[config.mk]
export PLATFORM = sky130hd
export DESIGN_NAME = byte_lane_scheduler
export DESIGN_NICKNAME = d
export VERILOG_FILES = /design/src/rtl/lane_symbols_pkg.sv /design/src/rtl/skp_timer.sv /design/src/rtl/byte_lane_scheduler.sv
export SDC_FILE = /design/constraint.sdc
export NUM_CORES = 1
export LEC_CHECK = 0
export CAP_MARGIN = 5
export CORE_ASPECT_RATIO = 1.25
export CORE_MARGIN = 8
export CORE_UTILIZATION = 44
export DETAILED_ROUTE_END_ITERATION = 8
export MAX_ROUTING_LAYER = met4
export PLACE_DENSITY = 0.82
export SLEW_MARGIN = 20
export SYNTH_ARGS = -nofsm -noshare
export SYNTH_HDL_FRONTEND = slang
export SYNTH_SLANG_ARGS = --single-unit
[constraint.sdc]
create_clock -name clk -period 5.6 [get_ports clk]
set_input_delay 0.84 -clock clk [delete_from_list [all_inputs] [get_ports clk]]
set_output_delay 0.84 -clock clk [all_outputs]
set_load 0.02 [all_outputs]
[src/rtl/lane_symbols_pkg.sv]
// Lane symbol constants shared with the existing generators, plus the scheduler
// state encoding and a small burst-counter helper.
package lane_symbols_pkg;

  localparam logic [7:0] COM = 8'hbc;
  localparam logic [7:0] SKP = 8'h1c;
  localparam logic [7:0] STP = 8'hfb;
  localparam logic [7:0] SDP = 8'h5c;
  localparam logic [7:0] END = 8'hfd;
  localparam logic [7:0] IDL = 8'h7c;

  typedef enum logic [1:0] {
    START = 2'd0,
    RUN   = 2'd1,
    SKIP  = 2'd2
  } sched_state_e;

  function automatic logic [3:0] burst_sat_inc(input logic [3:0] cnt, input logic [3:0] max);
    return (cnt >= max) ? max : cnt + 4'd1;
  endfunction

endpackage

[src/rtl/skp_timer.sv]
// Free-running SKP interval counter; wrap_o is high in the last cycle of each
// interval. Only instantiated when BYTE_LANE_SCHEDULER_SKP_INSERT_EN is defined.
module skp_timer #(
  parameter int SKP_INTERVAL = 16
) (
  input  logic clk,
  input  logic reset,
  output logic wrap_o
);

  localparam logic [7:0] LAST = 8'(SKP_INTERVAL - 1);

  logic [7:0] cnt_q;
  logic [7:0] cnt_d;

  always_comb begin
    cnt_d = (cnt_q == LAST) ? 8'd0 : cnt_q + 8'd1;
  end

  always_ff @(posedge clk or posedge reset) begin
    if (reset) cnt_q <= 8'd0;
    else       cnt_q <= cnt_d;
  end

  assign wrap_o = (cnt_q == LAST);

endmodule

[src/rtl/byte_lane_scheduler.sv]
// Two-source byte lane scheduler with burst-limited arbitration and a COM header.
// Optional periodic SKP insertion is enabled by BYTE_LANE_SCHEDULER_SKP_INSERT_EN.
//
// Handshake: a source byte is accepted in a cycle where readyN and valid_inN are
// both 1; ready is combinational, never high for an idle source, and at most one
// ready is high. The accepted byte appears on data_out/valid_out one cycle later.
module byte_lane_scheduler
  import lane_symbols_pkg::*;
#(
  parameter int SKP_INTERVAL = 16,
  parameter int MAX_BURST    = 4
) (
  input  logic         clk,
  input  logic         reset,
  input  logic         valid_in0,
  input  logic [7:0]   data_in0,
  input  logic         valid_in1,
  input  logic [7:0]   data_in1,
  output logic         ready0,
  output logic         ready1,
  output logic         valid_out,
  output logic [7:0]   data_out,
  output sched_state_e state_dbg
);

  localparam logic [3:0] MAX_B = 4'(MAX_BURST);

  sched_state_e state_q, state_d;
  logic         valid_out_q, valid_out_d;
  logic [7:0]   data_out_q, data_out_d;
  logic         last_q, last_d;
  logic [3:0]   burst_q, burst_d;

  logic any_req;
  logic stay;
  logic winner;

`ifdef BYTE_LANE_SCHEDULER_SKP_INSERT_EN
  logic skp_wrap;

  skp_timer #(
    .SKP_INTERVAL(SKP_INTERVAL)
  ) u_skp_timer (
    .clk    (clk),
    .reset  (reset),
    .wrap_o (skp_wrap)
  );
`endif

  // burst_q == 0 means nothing granted since reset, so a tie goes to source 0.
  always_comb begin
    any_req = valid_in0 | valid_in1;
    stay    = (burst_q != 4'd0) && (burst_q < MAX_B);
    if (valid_in0 && valid_in1) winner = stay ? last_q : ~last_q;
    else                        winner = valid_in1;
  end

  assign ready0 = (state_q == RUN) && valid_in0 && !winner;
  assign ready1 = (state_q == RUN) && valid_in1 && winner;

  always_comb begin
    state_d     = state_q;
    valid_out_d = 1'b0;
    data_out_d  = IDL;
    last_d      = last_q;
    burst_d     = burst_q;
    case (state_q)
      START: begin
        valid_out_d = 1'b1;
        data_out_d  = COM;
        state_d     = RUN;
      end
      RUN: begin
        if (any_req) begin
          valid_out_d = 1'b1;
          data_out_d  = winner ? data_in1 : data_in0;
          last_d      = winner;
          burst_d     = (winner == last_q) ? burst_sat_inc(burst_q, MAX_B) : 4'd1;
        end
`ifdef BYTE_LANE_SCHEDULER_SKP_INSERT_EN
        if (skp_wrap) state_d = SKIP;
`endif
      end
`ifdef BYTE_LANE_SCHEDULER_SKP_INSERT_EN
      SKIP: begin
        valid_out_d = 1'b1;
        data_out_d  = SKP;
        state_d     = RUN;
      end
`endif
      default: state_d = START;
    endcase
  end

  always_ff @(posedge clk or posedge reset) begin
    if (reset) begin
      state_q     <= START;
      valid_out_q <= 1'b0;
      data_out_q  <= IDL;
      last_q      <= 1'b1;
      burst_q     <= 4'd0;
    end else begin
      state_q     <= state_d;
      valid_out_q <= valid_out_d;
      data_out_q  <= data_out_d;
      last_q      <= last_d;
      burst_q     <= burst_d;
    end
  end

  assign valid_out = valid_out_q;
  assign data_out  = data_out_q;
  assign state_dbg = state_q;

endmodule

Word-level counts from Yosys, hierarchy flattened
Index checks and enable logic that the tools add are counted.
{ "op_classes": {"bitwise_logic": 2, "n_mux": 10, "magnitude_cmp": 2, "reduce_logical": 10, "eq_ne": 2, "add_sub_neg": 1} }
{ "ops": {"columns": ["cell", "count"], "rows": [
  ["8-bit two-way mux", 2],
  ["8-bit case mux with 2 select lines", 1],
  ["4-bit two-way mux", 2],
  ["1-bit logical AND", 6],
  ["4-bit by 1-bit adder with 4-bit output, second input constant", 1],
  ["4-bit by 3-bit greater-or-equal comparator with 1-bit output, second input constant", 1],
  ["4-bit by 3-bit less-than comparator with 1-bit output, second input constant", 1],
  ["2-bit case mux with 2 select lines", 1],
  ["4-bit nonzero test", 1],
  ["1-bit two-way mux", 3],
  ["2-bit by 1-bit == test with 1-bit output, second input constant", 1],
  ["2-bit zero test", 1],
  ["1-bit case mux with 2 select lines", 1],
  ["2-bit AND reduction", 1],
  ["1-bit == test", 1],
  ["1-bit zero test", 1],
  ["1-bit inverter", 1],
  ["1-bit bitwise OR", 1]
]} }
{ "word_totals": {"register_bits": 16, "inputBits": 20} }

Depth between registers and ports, before layout
Gate-level depths: netlist of the first run.
{ "depth": {"word_depth": 7, "mapped_depth": 6, "ltp_nobuf": 5} }

Least setup slack after synthesis of the first run
OpenSTA, ideal clock, no wires.
{ "synth_path": {"path_type": "input-to-output", "startpoint": "input valid_in0", "endpoint": "output ready0", "setup_slack_ps": 2674, "path_stages": 5, "arrival_time_ps": 2086, "required_time_ps": 4760, "n_path_buf": 2, "path_cell_list": "clkbuf_1 o311ai_0 o211a_1 buf_6 nor3_1"} }
{ "synth_via": {"elab_chain_len": 4} }
{ "synth_rtl": {"columns": ["element", "line", "text"], "rows": [
  ["start, declared", "byte_lane_scheduler.sv:15", "input logic valid_in0,"],
  ["1-bit logical AND", "byte_lane_scheduler.sv:54", "if (valid_in0 && valid_in1) winner = stay ? last_q : ~last_q;"],
  ["1-bit two-way mux", "byte_lane_scheduler.sv:54", null],
  ["1-bit zero test", "byte_lane_scheduler.sv:58", "assign ready0 = (state_q == RUN) && valid_in0 && !winner;"],
  ["1-bit logical AND *", "byte_lane_scheduler.sv:58", null],
  ["end, declared", "byte_lane_scheduler.sv:19", "output logic ready0,"]
]} }
Every way passes the cells marked *; elsewhere a longest branch is shown, timed or not.

Final worst setup path of the first run
Ends and elaborated chain as after synthesis.

==> results of run 1 <==
## metrics by stage
| step | setup slack, ps | instance area, um^2 | util [%] | std cells |
|---|---|---|---|---|
| final | 1807 | 1129 | 64.71 | 129 |
| after global routing | 1651 | 1129 | 64.71 | 129 |
| after CTS | 1814 | 1129 | 64.71 | 129 |
| after detailed placement | 1820 | 1102 | 63.20 | 125 |
| after global placement | 1902 | 1102 | 63.20 | 125 |
| after floorplan | 2674 | 798.3 | - | 80 |
## cell type report
| class | instances | area, um^2 | area share, % |
|---|---|---|---|
| Sequential cell | 15 | 382.9 | 33.92 |
| Timing Repair Buffer | 31 | 310.3 | 27.49 |
| Tap cell | 19 | 23.77 | 2.106 |
| Clock buffer | 4 | 26.28 | 2.328 |
| Inverter | 7 | 26.28 | 2.328 |
| Multi-Input combinational cell | 53 | 359.1 | 31.82 |
## per-layer routing
metal / part of all wire (%) / GRT usage (%)
met5: 0 / -
met1: 38 / 11.84
met2: 50 / 20.35
met3: 9.3 / 3.521
met4: 2.9 / 6.481
## power groups by stage
stage / Combinational, uW / Sequential, uW / Clock [uW]
5_1_grt: 151 / 151 / 71.3
3_5_place_dp: 138 / 149 / 0
3_3_place_gp: 134 / 148 / 0
2_1_floorplan: 83.7 / 157 / 0
4_1_cts: 139 / 148 / 65.5
6_report: 138 / 148 / 63.5
## flip-flops by register name, indices dropped and copies added (netlist names)
signal	flops
state_dbg	1
last_q	1
data_out	8
burst_q	4
valid_out	1
## cells by family (layout without fill, tap and decap cells)
family / count (synthesis) / in the layout
simple gates: 26 / 26
compound gates: 19 / 19
flops: 15 / 15
buf+inv: 12 / 42
mux: 4 / 4
fa+ha+maj: 2 / 2
other cells: 2 / 2
## layout by cell type (no fill, tap or decap), types with 3 or more instances in the layout
master,instances
sky130_fd_sc_hd__clkdlybuf4s50_1,31
sky130_fd_sc_hd__nor2_1,13
sky130_fd_sc_hd__dfrtp_1,9
sky130_fd_sc_hd__inv_1,7
sky130_fd_sc_hd__dfstp_2,6
sky130_fd_sc_hd__mux2i_1,4
sky130_fd_sc_hd__nand2_1,3
sky130_fd_sc_hd__clkbuf_4,3
## worst register-to-register path, stage by stage, from the launching register on
cell                       delay, ps
sky130_fd_sc_hd__dfrtp_1         380
sky130_fd_sc_hd__inv_1            70
sky130_fd_sc_hd__ha_1            250
sky130_fd_sc_hd__o311ai_0        520
sky130_fd_sc_hd__o211a_1         450
sky130_fd_sc_hd__mux2i_1         250
## final timing paths
check	start	to	slack, ps	cells after the start
worst max-delay path	valid_in0	ready0	1810	5
worst min-delay path	burst_q[0]$_DFFE_PP0P_	burst_q[0]$_DFFE_PP0P_	590	2
worst max register to register	burst_q[0]$_DFFE_PP0P_	data_out[2]$_DFF_PP1_	3600	5
worst min register to register	burst_q[0]$_DFFE_PP0P_	burst_q[0]$_DFFE_PP0P_	590	2
max in group asynchronous	reset	data_out[4]$_DFF_PP1_	4340	2
min in group asynchronous	reset	burst_q[3]$_DFFE_PP0P_	890	2
==> results.json, run 1 <==
{
  "status": "complete, no violations",
  "synth_adder_area_share_pct": 3.135,
  "nFillCells": 138,
  "cts-buffers-inserted": 3,
  "power_per_cell_area_nw_per_um2": 309.1,
  "antenna_found_initial": 0,
  "power_frac_comb_pct": 39.5,
  "fp.coreArea_um2": 1744,
  "design.die.area_um2": 3442,
  "net-switching-power_uw": 119.3,
  "internal_power_consumption_uw": 229.5,
  "postSynth.asyncResetShare_pct": 100.0,
  "cap_violations": 0,
  "critical_path.startpoint_type": "input port",
  "max_freq_mhz": 263.6,
  "postSynthRegisterBits": 15,
  "min-delay-path-class": "reg2reg",
  "finalHoldViolations": 0,
  "final.period_utilization_pct": 67.73,
  "core.rowCount": 17,
  "grt_start_max_net_pins": 16,
  "cellLeakagePower_uw": 0.0004955,
  "rsz_0062_raised_after_global_routing": "no",
  "tritoncts": "yes",
  "largest_family_of_logic_cells_by_synthesized_area": "compound AO/OA/AOI/OAI gates",
  "initialDrtViolationCount": 11,
  "nNetsFinal": 133,
  "post-cts-setup-buffers": 0,
  "synth_area_leader_cell": "sky130_fd_sc_hd__dfrtp_1",
  "share_of_final_layout_standard_cells_stronger_than_drive_strength_1_pct": 15.45,
  "critPathRequiredTime_ps": 4760,
  "cpPeakStageDelay_ps": 650,
  "h-tree-depth": 1,
  "drt_pass1_iterations": 4,
  "crit_path_frequent_cell": "sky130_fd_sc_hd__clkdlybuf4s50_1",
  "drc": 0,
  "synth_flop_cell": "sky130_fd_sc_hd__dfrtp_1",
  "cts_root_buffer": "sky130_fd_sc_hd__clkbuf_4",
  "holdWs_ps": 590.0,
  "synthDistinctLibCells": 34,
  "synthCells": 80,
  "die_h_um": 63.62,
  "seqPwrFrac_pct": 42.3,
  "synth_most_common_cell": "sky130_fd_sc_hd__nor2_1",
  "irDropWorstVdd_mv": 0.1744,
  "clock_latency_ps": 290,
  "synth.top_cells.by_count": "13 x sky130_fd_sc_hd__nor2_1, 9 x sky130_fd_sc_hd__dfrtp_1, 7 x sky130_fd_sc_hd__inv_1",
  "top_level_ports": 33,
  "routed_wirelength_um": 2021,
  "max_slew_margin_pct": 52.27,
  "start_util_pct": 45.77,
  "synth_mux_area_share_pct": 5.016,
  "cp_slowest_cell": "sky130_fd_sc_hd__clkdlybuf4s50_1",
  "numPortBuffers": 31,
  "yosys.area.top_type_share_pct": 28.21,
  "cp.buffers_inverters": 2,
  "vias": 709,
  "wire_per_inst_um": 15.67,
  "globalRoute.totalOverflow": 0,
  "syn_area_um2": 798.3,
  "post_synth_main_area_contributors": "sky130_fd_sc_hd__dfrtp_1 28%, sky130_fd_sc_hd__dfstp_2 20%, sky130_fd_sc_hd__nor2_1 6.1%",
  "clockBufferDepth": 2,
  "worstPathCellList": "clkdlybuf4s50_1, o311ai_0, o211a_1, nor3_1, clkdlybuf4s50_1",
  "grt.total_usage_pct": 12.10,
  "worstSetupPathType": "in2out",
  "setup_viol": 0,
  "fin_skew_ps": 1.224,
  "ys_seq_area_share_pct": 47.96,
  "synth.yosys.warnings": 0,
  "post_synth.cell_area_avg_um2": 9.978,
  "synth-edff-count": 0,
  "area_delta_synth_final_pct": 41.38,
  "synthesized_area_fraction_occupied_by_ao_oa_aoi_and_oai_cells_pct": 19.44,
  "final.min_clock_period_ps": 3793,
  "fin_tns_setup_ps": 0,
  "worst_ep_arrival_time_ps": 2950,
  "n_antenna_cell": 0,
  "pwr-share-clk_pct": 18.2,
  "floorplan.die.width_um": 54.10,
  "path_delay_family": "buffers and inverters",
  "finalPower_uw": 348.8,
  "worstMarginPinSlew_ps": 711.2,
  "route.antenna.remaining_nets": 0,
  "cts_resized": 0,
  "number_of_global_route_vias_before_repair": 699,
  "grt_first_pass_wirelength_um": 3105,
  "cts.sink_count": 15,
  "synth-xor-area-share_pct": 0,
  "net_count_synth": 102,
  "cts.hold.buffers_added": 0,
  "synth_simple_gate_area_share_pct": 16.46,
  "timing.critical_path.to_type": "primary output",
  "finalMaxSlewViolations": 0,
  "detailed_place_hpwl_um": 1541,
  "power_switching_share_pct": 34.20,
  "clock_slew_at_reported_path_ffs_ps": 90,
  "globalplace.congestion": 0.7871,
  "post_drt_via_cell_ratio": 5.496,
  "critical_path.max_fanout": 10
}
No activity file was read; power rests on OpenSTA's default activity.
==> run 2: changes to the inputs <==
CORE_UTILIZATION = 37   (was 44)
PLACE_DENSITY = 0.73   (was 0.82)
clock period = 3.4 ns   (was 5.6 ns; I/O delays follow)
==> results.json, run 2 (synthesis gave the netlist of run 1 again) <==
{
  "drt_pass1_iterations": 4,
  "rrSetupSlack_ps": 1420,
  "worstSetupPathType": "reg2out",
  "critical_path.startpoint_type": "flip-flop",
  "place_area_um2": 1112,
  "max_freq_mhz": 307.9,
  "post_drt_via_cell_ratio": 5.379,
  "setup_viol": 0,
  "fin_tns_setup_ps": 0,
  "top_level_ports": 33,
  "die_h_um": 67.93,
  "cts.sink_count": 15,
  "rsz_0062_raised_after_global_routing": "no",
  "cpPeakStageDelay_ps": 590,
  "timing.rr.end": "data_out[4]$_DFF_PP1_",
  "critical_path.max_fanout": 9,
  "worstMarginPinSlew_ps": 562.3,
  "cp_slowest_cell": "sky130_fd_sc_hd__clkdlybuf4s50_1",
  "cts_root_buffer": "sky130_fd_sc_hd__clkbuf_4",
  "number_of_global_route_vias_before_repair": 690,
  "largest_register_ffs": 8,
  "post-cts-setup-buffers": 0,
  "area_delta_synth_final_pct": 42.63,
  "cts-buffers-inserted": 3,
  "wire_per_inst_um": 14.85,
  "nNetsFinal": 134,
  "h-tree-depth": 1,
  "share_of_final_layout_standard_cells_stronger_than_drive_strength_1_pct": 16.22,
  "route.antenna.remaining_nets": 0,
  "net-switching-power_uw": 191.3,
  "cellLeakagePower_uw": 0.0005001,
  "clockBufferDepth": 2,
  "max_slew_margin_pct": 62.04,
  "cts.hold.buffers_added": 0,
  "detailed_place_hpwl_um": 1516,
  "mostFrequentLayoutCell": "sky130_fd_sc_hd__clkdlybuf4s50_1",
  "antenna_found_initial": 0,
  "internal_power_consumption_uw": 379.0,
  "irDropWorstVdd_mv": 0.2702,
  "pwr-share-clk_pct": 17.4,
  "cts_resized": 0,
  "clock_slew_at_reported_path_ffs_ps": 90,
  "start_util_pct": 37.73,
  "routed_wirelength_um": 1960,
  "n_antenna_cell": 0,
  "numPortBuffers": 31,
  "core.rowCount": 19,
  "min-delay-path-class": "in2async",
  "power_per_cell_area_nw_per_um2": 500.9,
  "numPlacedInstances": 128,
  "final.period_utilization_pct": 95.52,
  "critPathRequiredTime_ps": 2890,
  "worstPathCellList": "inv_1, ha_1, o311ai_0, o211a_1, and2_2, clkdlybuf4s50_1",
  "final.min_clock_period_ps": 3248,
  "drc": 0,
  "status": "complete, no violations",
  "post-route-util_pct": 53.81,
  "globalRoute.totalOverflow": 0,
  "vias": 710,
  "clock_latency_ps": 280,
  "tritoncts": "yes",
  "stdcell_area_um2": 1139,
  "grt_first_pass_wirelength_um": 3084,
  "finalMaxSlewViolations": 0,
  "fp.coreArea_um2": 2116,
  "finalNonFillerCells": 132,
  "finalHoldViolations": 0,
  "worstReg2RegStart": "burst_q[0]$_DFFE_PP0P_",
  "timing.critical_path.to_type": "primary output",
  "cap_violations": 0,
  "power_frac_comb_pct": 39.9,
  "globalplace.congestion": 0.7633,
  "fin_skew_ps": 3.361,
  "design.die.area_um2": 3909,
  "initialDrtViolationCount": 15,
  "nFillCells": 178,
  "seqPwrFrac_pct": 42.7,
  "grt.total_usage_pct": 10.41,
  "reg2reg_depth": 5,
  "floorplan.die.width_um": 57.55,
  "grt_start_max_net_pins": 16,
  "power_switching_share_pct": 33.54,
  "worst_ep_arrival_time_ps": 2740,
  "final_cell_mix": "31 x sky130_fd_sc_hd__clkdlybuf4s50_1, 13 x sky130_fd_sc_hd__nor2_1, 9 x sky130_fd_sc_hd__dfrtp_1, 7 x sky130_fd_sc_hd__inv_1, 6 x sky130_fd_sc_hd__dfstp_2"
}
==> run 2: cell count changes in the layout (fill, tap and decap cells not counted), sizes merged <==
| cell | delta |
|---|---|
| buf | +1 |
==> run 2: power by group through the flow <==
stage / logic [uW] / registers [uW] / clock network, uW
finish: 228 / 243 / 99.4
CTS: 229 / 243 / 104
global route: 252 / 247 / 109
detailed placement: 227 / 247 / 0
global placement: 221 / 244 / 0
floorplan: 138 / 259 / 0
==> run 2: cell type report <==
class | instances | area (um^2) | area share, %
flip-flops and latches | 15 | 382.9 | 33.63
multi-input cells | 53 | 359.1 | 31.54
repair buffers | 32 | 317.8 | 27.91
clock buffers | 4 | 26.28 | 2.308
inverters | 7 | 26.28 | 2.308
well taps | 21 | 26.28 | 2.308
==> run 2: worst max path at each step <==
stage                     slack, ps     end  cells past startpoint                    from
after CTS                       150  ready1                      6  burst_q[0]$_DFFE_PP0P_
after global routing             20  ready1                      6  burst_q[0]$_DFFE_PP0P_
final                           150  ready1                      6  burst_q[0]$_DFFE_PP0P_
after detailed placement        290  ready1                      5               valid_in0
after global placement          360  ready1                      5               valid_in0
after floorplan                1100  ready0                      6  burst_q[0]$_DFFE_PP0P_
==> run 2: layer usage <==
| metal | up-vias | wire (um) | track usage, % |
|---|---|---|---|
| met5 | - | 0 | - |
| met4 | 0 | 14 | 4.702 |
| met3 | 2 | 128 | 3.008 |
| met2 | 23 | 1007 | 16.93 |
| met1 | 346 | 810 | 11.66 |
| li1 | 339 | - | - |
==> run 2: metrics by stage <==
stage | setup slack (ps) | hold WS (ps) | power (uW)
floorplan | 1104 | 407.2 | 396.5
global placement | 361.3 | 566.2 | 465.0
detailed placement | 290.6 | 585.6 | 474.0
CTS | 146.2 | 598.3 | 575.2
global route | 23.32 | 631.5 | 607.7
finish | 152.4 | 576.3 | 570.3
==> run 2: worst max-delay path: cells and delay by family (launching register included) <==
| kind | cells | cell delay (ps) |
|---|---|---|
| compound gates | 2 | 970 |
| buf+inv | 2 | 660 |
| flops | 1 | 380 |
| fa+ha+maj | 1 | 240 |
| simple gates | 1 | 210 |
